<file path="config.mk">
export PLATFORM = sky130hd
export DESIGN_NAME = ln_pipe
export DESIGN_NICKNAME = d
export VERILOG_FILES = /design/src/rtl/ln_pipe.sv
export SDC_FILE = /design/constraint.sdc
export NUM_CORES = 1
export LEC_CHECK = 0
export CELL_PAD_IN_SITES_DETAIL_PLACEMENT = 1
export CELL_PAD_IN_SITES_GLOBAL_PLACEMENT = 2
export CORE_ASPECT_RATIO = 0.5
export CORE_MARGIN = 3
export CORE_UTILIZATION = 40
export DETAILED_ROUTE_END_ITERATION = 16
export DONT_BUFFER_PORTS = 1
export PLACE_DENSITY = 0.77
export SLEW_MARGIN = 20
export SYNTH_ARGS = -nofsm -noshare
export SYNTH_HDL_FRONTEND = slang
export SYNTH_SLANG_ARGS = --single-unit
</file>
<file path="constraint.sdc">
create_clock -name clk -period 12.2 [get_ports clk]
set_clock_uncertainty 0.05 [all_clocks]
set_input_delay 1.83 -clock clk [delete_from_list [all_inputs] [get_ports clk]]
set_output_delay 1.83 -clock clk [all_outputs]
set_load 0.02 [all_outputs]
</file>
<file path="src/rtl/ln_pipe.sv">
// Pipelined fixed-point natural log: y = k*ln2 + ln(1.m), with the mantissa term
// taken from a parameter-generated table and optionally linearly interpolated.
module ln_pipe #(
   parameter int WIDTH    = 16,
   parameter int FRAC     = 10,
   parameter int LUT_BITS = 6,
   parameter int XMIN     = 10,
   parameter int INTERP   = 1
) (
   input  logic                    clk,
   input  logic                    rst_n,
   input  logic                    in_valid,
   output logic                    in_ready,
   input  logic signed [WIDTH-1:0] x_in,
   output logic                    out_valid,
   input  logic                    out_ready,
   output logic signed [WIDTH-1:0] ln_out,
   output logic                    clamp_flag,
   output logic                    busy
);

   localparam int STAGES = 4;
   localparam int NT     = 2**LUT_BITS;
   localparam int FW     = WIDTH-1-LUT_BITS;
   localparam int TW     = FRAC+2;
   localparam int PW     = $clog2(WIDTH);
   localparam int KW     = PW+2;
   localparam int SW     = WIDTH+LUT_BITS+2;
   localparam int PRW    = FW+TW;
   localparam int SCL    = 30;

   // ln(1 + i/NT) * 2^FRAC, rounded half-up, via 2*atanh(i/(2*NT+i)) in SCL-bit fixed point.
   function automatic longint ln_fix(input int i);
      longint z, z2, term, acc;
      z    = (longint'(i) <<< SCL) / longint'(2*NT + i);
      z2   = (z * z) >>> SCL;
      term = z;
      acc  = 0;
      for (longint n = 1; n < 64; n += 2) begin
         acc  = acc + term / n;
         term = (term * z2) >>> SCL;
      end
      return ((2 * acc) + (longint'(1) <<< (SCL-FRAC-1))) >>> (SCL-FRAC);
   endfunction

   localparam logic [TW-1:0]        LN2  = TW'(ln_fix(NT));
   localparam logic [PRW-1:0]       HALF = PRW'(2**(FW-1));
   localparam logic signed [SW-1:0] YMAX = SW'(2**(WIDTH-1)-1);
   localparam logic signed [SW-1:0] YMIN = ~YMAX;

   logic [TW-1:0] tab [0:NT];
   for (genvar g = 0; g <= NT; g++) begin : g_tab
      localparam logic [TW-1:0] TV = TW'(ln_fix(g));
      assign tab[g] = TV;
   end

   logic [STAGES:1] vld_q;
   logic            adv;

   assign out_valid = vld_q[STAGES];
   assign adv       = !out_valid || out_ready;
   assign in_ready  = adv;
   assign busy      = |vld_q;

   // S1: clamp and leading-one detect
   logic signed [WIDTH-1:0] xc_d;
   logic                    clmp_d;
   logic [PW-1:0]           p_d;
   always_comb begin
      clmp_d = (x_in < XMIN);
      xc_d   = clmp_d ? WIDTH'(XMIN) : x_in;
      p_d    = '0;
      for (int i = 0; i < WIDTH-1; i++)
         if (xc_d[i]) p_d = PW'(i);
   end

   logic [WIDTH-1:0] s1_x_q;
   logic [PW-1:0]    s1_p_q;
   logic             s1_c_q;

   // S2: left-align the bits below the leading one, split into idx/f
   logic [WIDTH-2:0]       norm_d;
   logic [LUT_BITS-1:0]    idx_d;
   logic [FW-1:0]          f_d;
   logic signed [KW-1:0]   k_d;
   always_comb begin
      norm_d = (WIDTH-1)'(s1_x_q << (PW'(WIDTH-1) - s1_p_q));
      idx_d  = norm_d[WIDTH-2 -: LUT_BITS];
      f_d    = norm_d[FW-1:0];
      k_d    = $signed({2'b00, s1_p_q}) - $signed(KW'(FRAC));
   end

   logic [LUT_BITS-1:0]  s2_idx_q;
   logic [FW-1:0]        s2_f_q;
   logic signed [KW-1:0] s2_k_q;
   logic                 s2_c_q;

   // S3: fetch both interval endpoints
   logic [LUT_BITS:0] ia_d, ib_d;
   logic [TW-1:0]     t0_d, t1_d;
   always_comb begin
      ia_d = {1'b0, s2_idx_q};
      ib_d = ia_d + 1'b1;
      t0_d = tab[ia_d];
      t1_d = tab[ib_d];
   end

   logic [TW-1:0]        s3_t0_q, s3_t1_q;
   logic [FW-1:0]        s3_f_q;
   logic signed [KW-1:0] s3_k_q;
   logic                 s3_c_q;

   // S4: interpolate, add k*ln2, saturate
   logic [TW-1:0]           dlt_d, r_d;
   logic [PRW-1:0]          prod_d;
   logic signed [SW-1:0]    ks_d, ln2s_d, t0s_d, rs_d, y_d;
   logic signed [WIDTH-1:0] sat_d;
   always_comb begin
      dlt_d  = s3_t1_q - s3_t0_q;
      prod_d = {{TW{1'b0}}, s3_f_q} * {{FW{1'b0}}, dlt_d};
      r_d    = TW'((prod_d + HALF) >> FW);
      ks_d   = {{(SW-KW){s3_k_q[KW-1]}}, s3_k_q};
      ln2s_d = {{(SW-TW){1'b0}}, LN2};
      t0s_d  = {{(SW-TW){1'b0}}, s3_t0_q};
      rs_d   = (INTERP != 0) ? {{(SW-TW){1'b0}}, r_d} : '0;
      y_d    = ks_d * ln2s_d + t0s_d + rs_d;
      if (y_d > YMAX)      sat_d = {1'b0, {(WIDTH-1){1'b1}}};
      else if (y_d < YMIN) sat_d = {1'b1, {(WIDTH-1){1'b0}}};
      else                 sat_d = y_d[WIDTH-1:0];
   end

   // One global enable: every stage moves together or nothing moves.
   always_ff @(posedge clk) begin
      if (!rst_n) begin
         vld_q      <= '0;
         s1_x_q     <= '0;
         s1_p_q     <= '0;
         s1_c_q     <= 1'b0;
         s2_idx_q   <= '0;
         s2_f_q     <= '0;
         s2_k_q     <= '0;
         s2_c_q     <= 1'b0;
         s3_t0_q    <= '0;
         s3_t1_q    <= '0;
         s3_f_q     <= '0;
         s3_k_q     <= '0;
         s3_c_q     <= 1'b0;
         ln_out     <= '0;
         clamp_flag <= 1'b0;
      end else if (adv) begin
         vld_q      <= {vld_q[STAGES-1:1], in_valid};
         s1_x_q     <= xc_d;
         s1_p_q     <= p_d;
         s1_c_q     <= clmp_d;
         s2_idx_q   <= idx_d;
         s2_f_q     <= f_d;
         s2_k_q     <= k_d;
         s2_c_q     <= s1_c_q;
         s3_t0_q    <= t0_d;
         s3_t1_q    <= t1_d;
         s3_f_q     <= s2_f_q;
         s3_k_q     <= s2_k_q;
         s3_c_q     <= s2_c_q;
         ln_out     <= sat_d;
         clamp_flag <= s3_c_q;
      end
   end

endmodule

</file>
==> out/results.ini <==
[final_layout]
fillers=3359
final_common_cell=nand2_1
nets=1589
diodes=0
final_cell_mix=nand2_1, inv_1, ha_1
area_delta_synth_final_pct=5.22
fin_util_pct=43.1
multiInputGateArea_um2=8680
regArea_um2=1940
drive_gt1_share_pct=4.20

[cts]
post_cts_buffers=0
ctsHoldBuffers=0
cts_max_level=3
clk_latency_ns=0.35
clock_sinks=97
ctsResizeCount=0
tritoncts=done
root_buffer=clkbuf_16
clockBufferDepth=2
clkTransAtPathRegs_ns=0.08
cts_buffers=9

[global_routing]
track_usage_pct=22.2
grt_overflow=0
antenna_found_initial=0
grt_first_pass_wirelength_um=55000
grt_pass1_vias=10000
grt_max_degree=88

[timing]
rsz0062_at_grt=false
hold_viol_final=0
slew_headroom_pct=32.5
min_period_ns=10.18
fin_tns_setup_ns=0
slew_violations=0
post-route-period-util_pct=83.5
max_freq_mhz=98.2
worst-slew-pin-transition_ns=1.01
setup_viol=0

[power]
power.net_switching_mw=0.442
p_int_mw=0.659
power_density_nw_per_um2=91.6
pwr-share-clk_pct=27.4
vdd_drop_max_mv=0.0696
p_sw_share_pct=40.2
leakage_nw=5.61
power_frac_comb_pct=37.6
p_seq_share_pct=35.0

[placed_design]
dp_hpwl_um=26200
finalWeightedCongestion=0.869
port_buffers=0

[detailed_routing]
routed_wl_um=33900
drt_pass1_iterations=5
route.antenna.remaining_nets=0
dr.first_iter.drc_count=508
avgViaCountPerCell=5.59
wire_per_inst_um=19.5
num_vias=9717
drc=0

[synth]
synth_top_flop_cell=dfxtp_1
ys_types=72
synth_edf_count=0
yosysWarnings=0
synth_area_um2=11400
synthCells=1410
synthArstFlopShare_pct=0
syn_nets=1647
avgSynthCellArea_um2=8.11
ys_seq_elements=97
ys_seq_area_share_pct=17.0

[worst_setup_path]
crit_top_cell=fa_1
path_max_fanout=13
slowest_delay_ns=0.57
cp-startpoint=s3_t0_q[1]
worst_path_max_delay_cell=o2111a_1
cp.arrival_ns=10.43
endpoint_kind=flip-flop
reg2reg_from=s3_t0_q[1]
critPathKind=flip-flop to flip-flop
critPathLaunchType=flip-flop
required_ns=12.45

[die]
die_x_um=245
coreArea_um2=27900
rows=43
ioPinCount=40
die_area_um2=30800
die_h_um=126
initial_core_util_pct=40.9

[worst_hold_path]
hp-class=flip-flop to flip-flop
min_from=s3_t1_q[0]

[status]
status=finished clean

[flow_run]
max_cap_viol_count=0

-- path summary, 6_finish.rpt --
kind                end  slack (ns)  cells after the start
max          ln_out[14]        2.02                     38
min          s3_t1_q[0]        0.41                      2
max reg2reg  ln_out[14]        2.02                     38
min reg2reg  s3_t1_q[0]        0.41                      2
-- flip-flops by register name, indices dropped and copies added, names as in the netlist --
signal / cells
s3_t1_q: 10
s3_k_q: 5
s2_idx_q: 6
s3_c_q: 1
vld_q: 4
ln_out: 16
s1_x_q: 15
s1_c_q: 1
s1_p_q: 4
s3_f_q: 9
s2_k_q: 5
s3_t0_q: 10
s2_f_q: 9
clamp_flag: 1
s2_c_q: 1
-- routing by layer --
metal	vias up	GRT usage [%]	share of wire, %	wire length [µm]
met5	-	0	0	0
met4	0	3.43	1.1	371
met3	28	3.17	2.9	985
met2	84	34.5	44	14800
met1	4882	33.1	52	17800
li1	4723	-	-	-
-- cell type report --
type | instances | share of cell area, %
multi-input cells | 1094 | 72.2
flip-flops and latches | 97 | 16.1
inverters | 137 | 4.28
well taps | 382 | 3.97
clock buffers | 10 | 1.99
repair buffers | 13 | 0.811
clock inverters | 6 | 0.603
-- through the flow --
step	setup slack (ns)	cells	area [µm²]	total power, mW	hold WS [ns]
6_report	2.02	1739	12000	1.10	0.412
5_1_grt	1.24	1739	12000	1.18	0.439
4_1_cts	1.99	1739	12000	1.11	0.414
3_5_place_dp	2.04	1723	11700	0.804	0.406
3_3_place_gp	2.39	1723	11700	0.791	0.393
2_1_floorplan	3.14	1410	11400	0.675	0.381
-- power by group through the flow --
stage,Sequential [mW],Clock (mW),Combinational [mW]
6_report,0.385,0.302,0.414
5_1_grt,0.388,0.323,0.465
4_1_cts,0.385,0.310,0.415
3_5_place_dp,0.393,0,0.411
3_3_place_gp,0.392,0,0.399
2_1_floorplan,0.377,0,0.298
-- kinds of logic (layout without fill, tap and decap cells) --
logic type                 count (synthesis)  count (layout)  share of synthesized area (%)
xor gates and xnor gates                  39              39                           2.99
buffers and inverters                    219             166                           7.29
DFF                                       97              97                           17.0
and+or+nand+nor                          445             445                           18.5
adders and majority gates                217             217                           29.5
muxes                                     36              36                           3.73
AOI/OAI and AO/OA                        357             357                           21.0
-- worst max-delay path: cells and delay by family (launching register included) --
family | cells | cell delay [ns]
muxes | 1 | 0.21
buffers and inverters | 5 | 0.30
and+or+nand+nor | 8 | 1.31
AOI/OAI and AO/OA | 14 | 3.55
DFF | 1 | 0.38
xor gates and xnor gates | 1 | 0.50
adders and majority gates | 9 | 3.79
-- cells in the mapped netlist, drive strengths merged, types with 11 or more instances --
cell type | instances | area share [%]
nand2b | 11 | 0.60
a221o | 14 | 1.2
a21o | 11 | 0.72
a211oi | 20 | 1.3
mux2i | 28 | 2.5
buf | 18 | 0.69
and2 | 55 | 3.0
a21boi | 43 | 2.8
a22oi | 11 | 0.72
nand3 | 16 | 0.70
ha | 130 | 14
nor2 | 77 | 2.5
inv | 134 | 4.4
o211ai | 19 | 1.3
o21ai | 79 | 3.5
dfxtp | 97 | 17
nor2b | 22 | 1.3
xor2 | 12 | 0.92
xnor2 | 27 | 2.1
nor3 | 32 | 1.4
a21oi | 86 | 3.8
clkbuf | 64 | 2.1
fa | 87 | 15
nand2 | 185 | 6.1
Note: power is estimated with default switching activity, not from simulation.
